## config.mk

```make
export PLATFORM = sky130hd
export DESIGN_NAME = acc_cpu_param
export DESIGN_NICKNAME = d
export VERILOG_FILES = /design/src/rtl/acc_cpu_pkg.sv /design/src/rtl/acc_cpu_alu.sv /design/src/rtl/acc_cpu_param.sv
export SDC_FILE = /design/constraint.sdc
export NUM_CORES = 1
export LEC_CHECK = 0
export BUFFER_PORTS_ARGS = -buffer_cell sky130_fd_sc_hd__buf_2
export CAP_MARGIN = 20
export CORE_UTILIZATION = 55
export CTS_CLUSTER_SIZE = 28
export DETAILED_ROUTE_END_ITERATION = 12
export PLACE_DENSITY = 0.71
export SETUP_SLACK_MARGIN = 0.4
export SLEW_MARGIN = 5
export SYNTH_ARGS = -nofsm -noshare
export SYNTH_HDL_FRONTEND = slang
export SYNTH_HIERARCHICAL = 1
export SYNTH_SLANG_ARGS = --single-unit
```

## constraint.sdc

```tcl
create_clock -name clock -period 6.9 [get_ports clock]
set_clock_uncertainty 0.1 [all_clocks]
set_input_delay 1.035 -clock clock [delete_from_list [all_inputs] [get_ports clock]]
set_output_delay 1.035 -clock clock [all_outputs]
set_load 0.02 [all_outputs]
```

## src/rtl/acc_cpu_pkg.sv

```systemverilog
// acc_cpu_pkg: opcode and mode encodings shared by the accumulator CPU.
package acc_cpu_pkg;
    typedef enum logic [3:0] {
        OP_LOAD, OP_STORE, OP_ADD, OP_MUL, OP_SUB, OP_SHL, OP_SHR, OP_JMPX,
        OP_AND, OP_OR, OP_XOR, OP_CMPEQ, OP_JZ, OP_JC, OP_NOT, OP_HALT
    } op_t;
    typedef enum logic [1:0] {
        MODE_LOADPROG, MODE_LOADDATA, MODE_SETPC, MODE_RUN
    } mode_t;
endpackage

```

## src/rtl/acc_cpu_alu.sv

```systemverilog
// acc_cpu_alu: combinational datapath producing the next accumulator and carry.
module acc_cpu_alu
    import acc_cpu_pkg::*;
#(
    parameter int DATA_W = 4
) (
    input  op_t               op_i,
    input  logic [DATA_W-1:0] acc_i,
    input  logic [DATA_W-1:0] d_i,
    output logic [DATA_W-1:0] acc_o,
    output logic              acc_we_o,
    output logic              c_we_o,
    output logic              c_o
);
    localparam int KW = $clog2(DATA_W);
    logic [KW-1:0]       k;
    logic [DATA_W:0]     sum, diff, shl, shr;
    logic [2*DATA_W-1:0] prod;
    assign k    = (d_i > DATA_W'(DATA_W - 1)) ? KW'(DATA_W - 1) : d_i[KW-1:0];
    assign sum  = {1'b0, acc_i} + {1'b0, d_i};
    assign diff = {1'b0, acc_i} - {1'b0, d_i};
    // The extra bit catches the last bit shifted out, which is the carry.
    assign shl  = {1'b0, acc_i} << k;
    assign shr  = {acc_i, 1'b0} >> k;
    assign prod = {{DATA_W{1'b0}}, acc_i} * {{DATA_W{1'b0}}, d_i};
    always_comb begin
        acc_o    = acc_i;
        acc_we_o = 1'b1;
        c_we_o   = 1'b0;
        c_o      = 1'b0;
        case (op_i)
            OP_LOAD:  acc_o = d_i;
            OP_ADD:   {c_we_o, c_o, acc_o} = {1'b1, sum};
            OP_MUL:   {c_we_o, c_o, acc_o} = {1'b1, |prod[2*DATA_W-1:DATA_W], prod[DATA_W-1:0]};
            OP_SUB:   {c_we_o, c_o, acc_o} = {1'b1, diff};
            OP_SHL:   {c_we_o, c_o, acc_o} = {1'b1, shl};
            OP_SHR:   {c_we_o, acc_o, c_o} = {1'b1, shr};
            OP_AND:   acc_o = acc_i & d_i;
            OP_OR:    acc_o = acc_i | d_i;
            OP_XOR:   acc_o = acc_i ^ d_i;
            OP_CMPEQ: acc_o = DATA_W'(acc_i == d_i);
            OP_NOT:   acc_o = ~acc_i;
            default:  acc_we_o = 1'b0;
        endcase
    end
endmodule

```

## src/rtl/acc_cpu_param.sv

```systemverilog
// acc_cpu_param: parametrised accumulator CPU with serially loaded program/data files.
module acc_cpu_param
    import acc_cpu_pkg::*;
#(
    parameter int DATA_W = 4,
    parameter int ADDR_W = 4
) (
    input  logic              clock,
    input  logic              reset,
    input  logic [1:0]        mode,
    input  logic [DATA_W-1:0] din,
    input  logic              ext_cond,
    output logic [DATA_W-1:0] acc,
    output logic [ADDR_W-1:0] pc,
    output logic              flag_z,
    output logic              flag_c,
    output logic              halted
);
    localparam int DEPTH = 2 ** ADDR_W;
    logic [3:0]        prog_q [DEPTH];
    logic [DATA_W-1:0] data_q [DEPTH];
    logic [DATA_W-1:0] acc_q, acc_d, alu_acc, d, wr_data;
    logic [ADDR_W-1:0] pc_q, pc_d, pc_inc, tgt, wr_addr;
    logic z_q, z_d, c_q, c_d, halted_q, halted_d, cond_q;
    logic prog_we, data_we, acc_we, c_we, alu_c, taken;
    op_t  op;
    assign op     = op_t'(prog_q[pc_q]);
    assign d      = data_q[pc_q];
    assign tgt    = d[ADDR_W-1:0];
    assign pc_inc = pc_q + 1'b1;
    assign taken  = (op == OP_JMPX && cond_q) || (op == OP_JZ && z_q) || (op == OP_JC && c_q);
    acc_cpu_alu #(.DATA_W(DATA_W)) u_alu (
        .op_i    (op),
        .acc_i   (acc_q),
        .d_i     (d),
        .acc_o   (alu_acc),
        .acc_we_o(acc_we),
        .c_we_o  (c_we),
        .c_o     (alu_c)
    );
    always_comb begin
        pc_d     = pc_q;
        acc_d    = acc_q;
        z_d      = z_q;
        c_d      = c_q;
        halted_d = halted_q;
        prog_we  = 1'b0;
        data_we  = 1'b0;
        wr_addr  = pc_q;
        wr_data  = din;
        case (mode_t'(mode))
            MODE_LOADPROG: {prog_we, pc_d, halted_d} = {1'b1, pc_inc, 1'b0};
            MODE_LOADDATA: {data_we, pc_d, halted_d} = {1'b1, pc_inc, 1'b0};
            MODE_SETPC:    {pc_d, halted_d} = {din[ADDR_W-1:0], 1'b0};
            MODE_RUN: if (!halted_q) begin
                pc_d     = op == OP_HALT ? pc_q : taken ? tgt : pc_inc;
                acc_d    = acc_we ? alu_acc : acc_q;
                z_d      = acc_we ? (alu_acc == '0) : z_q;
                c_d      = c_we ? alu_c : c_q;
                halted_d = op == OP_HALT;
                data_we  = op == OP_STORE;
                wr_addr  = tgt;
                wr_data  = acc_q;
            end
        endcase
    end
    always_ff @(posedge clock) begin
        if (!reset) begin
            pc_q     <= '0;
            acc_q    <= '0;
            z_q      <= 1'b0;
            c_q      <= 1'b0;
            halted_q <= 1'b0;
            cond_q   <= 1'b0;
            for (int i = 0; i < DEPTH; i++) begin
                prog_q[i] <= '0;
                data_q[i] <= '0;
            end
        end else begin
            pc_q     <= pc_d;
            acc_q    <= acc_d;
            z_q      <= z_d;
            c_q      <= c_d;
            halted_q <= halted_d;
            cond_q   <= ext_cond;
            if (prog_we) prog_q[wr_addr] <= din[3:0];
            if (data_we) data_q[wr_addr] <= wr_data;
        end
    end
    assign acc    = acc_q;
    assign pc     = pc_q;
    assign flag_z = z_q;
    assign flag_c = c_q;
    assign halted = halted_q;
endmodule

```

==> flow_summary.ini <==
[yosys]
async_flop_share_pct = 0
synthTopCellsByCount = 128 x edfxtp_1, 90 x nor2_1, 61 x nand2_1, 37 x and2_1, 35 x mux4_2
synth-edff-count = 128
synth_top_cell_area_share_pct = 45.8
syn_avg_cell_area_um2 = 11.4
synth_largest_area_cell = edfxtp_1
syn_inst = 736
syn-num-nets = 776
yosysUniqueCellTypes = 74
yosysSeqAreaShare_pct = 49.6
synth_most_common_cell = edfxtp_1
synth_area_mm2 = 0.00840
synth.area.top_cells = edfxtp_1 46%, mux4_2 9.4%, nor2_1 4.0%, dfxtp_1 3.8%, ha_1 3.7%
ys_ff_latch = 144
ys_warn_count = 6
ys.flop_type = edfxtp_1

[cts]
cts.sinks = 144
path_clk_slew_ps = 60
clkLatencyLatePin_ps = 420
cts_setup_buffers = 0
cts_buffers = 17
cts_hold_buffers = 0
cts-root-buf = clkbuf_16
htree_levels = 4
cts_tree = yes
cts_resized = 0
cts_max_path_buffers = 2

[setup_path]
worstPathArrival_ps = 5210
end_kind = flop
crit_path_max_fanout = 15
path_class = flop to flop
crit_required_ps = 7150
start_kind = flop

[outcome]
status = complete, but fails checks
violations = design-rule violations

[route]
dr_total_vias = 6030
ant_nets = 0
avgRoutedWirePerCell_um = 22.4
dr.pass1.iters = 9
postRouteWirelength_um = 20800
drc = 1
drt_iter0_markers = 973
vias_per_cell = 6.49

[floorplan]
ios = 20
die_w_um = 126
core_mm2 = 0.0147
die-area_mm2 = 0.0158
die_h_um = 126
initial_utilization_pct = 57.1
fp-row-count = 44

[grt]
grtUsageTotal_pct = 27.8
grt_max_degree = 40
gr-total-overflow = 0
antenna_found_initial = 0
grt_pass1_vias = 5752
grt_pass1_wl_um = 32400

[placement]
hpwl_um = 14300
gp_congestion = 0.952
port_buffers = 19
dp.cells = 893

[pwr]
p_total_w = 0.00252
ir_drop_mv = 0.270
power.density_mw_per_mm2 = 274
cellLeakagePower_nw = 3.56

[sta]
min_period_ps = 4970
tightest_slew_ps = 984
fmax_ghz = 0.201
relSlewSlack_pct = 34.1
finalSetupTns_ps = 0
setup-violations-final = 0
slew_viol_final = 0
min_period_over_period_pct = 72.0
finalHoldViolCount = 0
rsz0062_at_grt = no

[final_layout]
stdcell_count = 929
multi_input_area_mm2 = 0.00386
final.fill_count = 1133
finalNetCount = 772
area_delta_synth_final_pct = 9.55
regArea_mm2 = 0.00417
drive_gt1_share_pct = 16.1
antenna_cells = 0

[run]
drv_cap = 0

[worst_hold_path]
worstHoldPathType = flop to flop
worstHoldStart = flag_z$_SDFFE_PN0P_
==> layout by cell type, fill, tap and decap left out, types with 8 or more instances in the layout <==
cell type | netlist | routed
clkbuf_16 | 0 | 17
and3_1 | 34 | 34
nor3_1 | 8 | 8
a21oi_1 | 25 | 25
inv_1 | 28 | 28
and2_1 | 37 | 37
dfxtp_1 | 16 | 15
nand2_1 | 61 | 61
buf_2 | 8 | 19
ha_1 | 25 | 25
nand2b_1 | 10 | 10
mux2i_1 | 20 | 16
mux4_2 | 35 | 35
or3_1 | 9 | 9
nor2_1 | 90 | 90
o21ai_0 | 22 | 22
edfxtp_1 | 128 | 128
nand3_1 | 22 | 22
==> path summary, 6_finish.rpt <==
kind | cells past startpoint | slack [ps] | end
max | 14 | 1930 | flag_z$_SDFFE_PN0P_
min | 2 | 370 | flag_z$_SDFFE_PN0P_
max reg2reg | 14 | 1930 | flag_z$_SDFFE_PN0P_
min reg2reg | 2 | 370 | flag_z$_SDFFE_PN0P_
==> layout make-up <==
class	count	area share, %
Sequential cell	144	45.3
Multi-Input combinational cell	510	41.9
Clock buffer	18	4.67
Tap cell	184	2.50
Clock inverter	14	2.29
Timing Repair Buffer	30	2.14
Inverter	29	1.18
==> routing by layer <==
| metal | routed length, µm | share of wire [%] | GRT usage (%) |
|---|---|---|---|
| met5 | 0 | 0 | 0 |
| met1 | 8730 | 42 | 39.0 |
| met4 | 484 | 2.3 | 11.3 |
| met3 | 1860 | 8.9 | 5.86 |
| met2 | 9760 | 47 | 42.2 |
==> metrics by stage <==
stage / utilization [%] / hold WS [ps] / setup WS [ps] / instance area, µm²
floorplan: - / 442 / 2220 / 8400
global placement: 57.8 / 360 / 2040 / 8500
detailed placement: 57.9 / 363 / 2030 / 8510
CTS: 62.3 / 370 / 2000 / 9150
global route: 62.6 / 411 / 1670 / 9200
finish: 62.6 / 370 / 1930 / 9200
==> sequential cells by signal, indices dropped and copies added, names as in the netlist, named ones only <==
register / cells
prog_q: 64
cond_q: 1
data_q: 64
halted: 1
flag_z: 1
flag_c: 1
acc: 4
pc: 4
==> kinds of logic (layout without fill, tap and decap cells) <==
family / Yosys count / count (layout) / share of synthesized area [%]
and+or+nand+nor: 311 / 311 / 18.8
DFF: 144 / 144 / 49.6
xor gates and xnor gates: 5 / 5 / 0.522
buffers and inverters: 82 / 91 / 4.63
adders and majority gates: 31 / 31 / 5.16
muxes: 63 / 63 / 13.0
AOI/OAI and AO/OA: 100 / 100 / 8.27
==> worst max-delay path, cell delays in order, from the launching register on <==
cell and delay [ps]:
dfxtp_2 630, mux4_2 580, mux4_2 690, nand2_1 150, fa_1 440, fa_1 540, inv_1 70, fa_1 480
nand3_1 100, o31ai_1 80, a211oi_1 280, o211ai_1 170, nor4_1 300, nand3_1 110, a21oi_1 160
==> report_power, final <==
part / leakage [nW] / switching, W / internal [W]
clock: 0.310 / 0.000353 / 0.000641
sequential: 1.46 / 0.0000414 / 0.000986
combinational: 1.79 / 0.000321 / 0.000178
No activity file was read; power rests on OpenSTA's default activity.
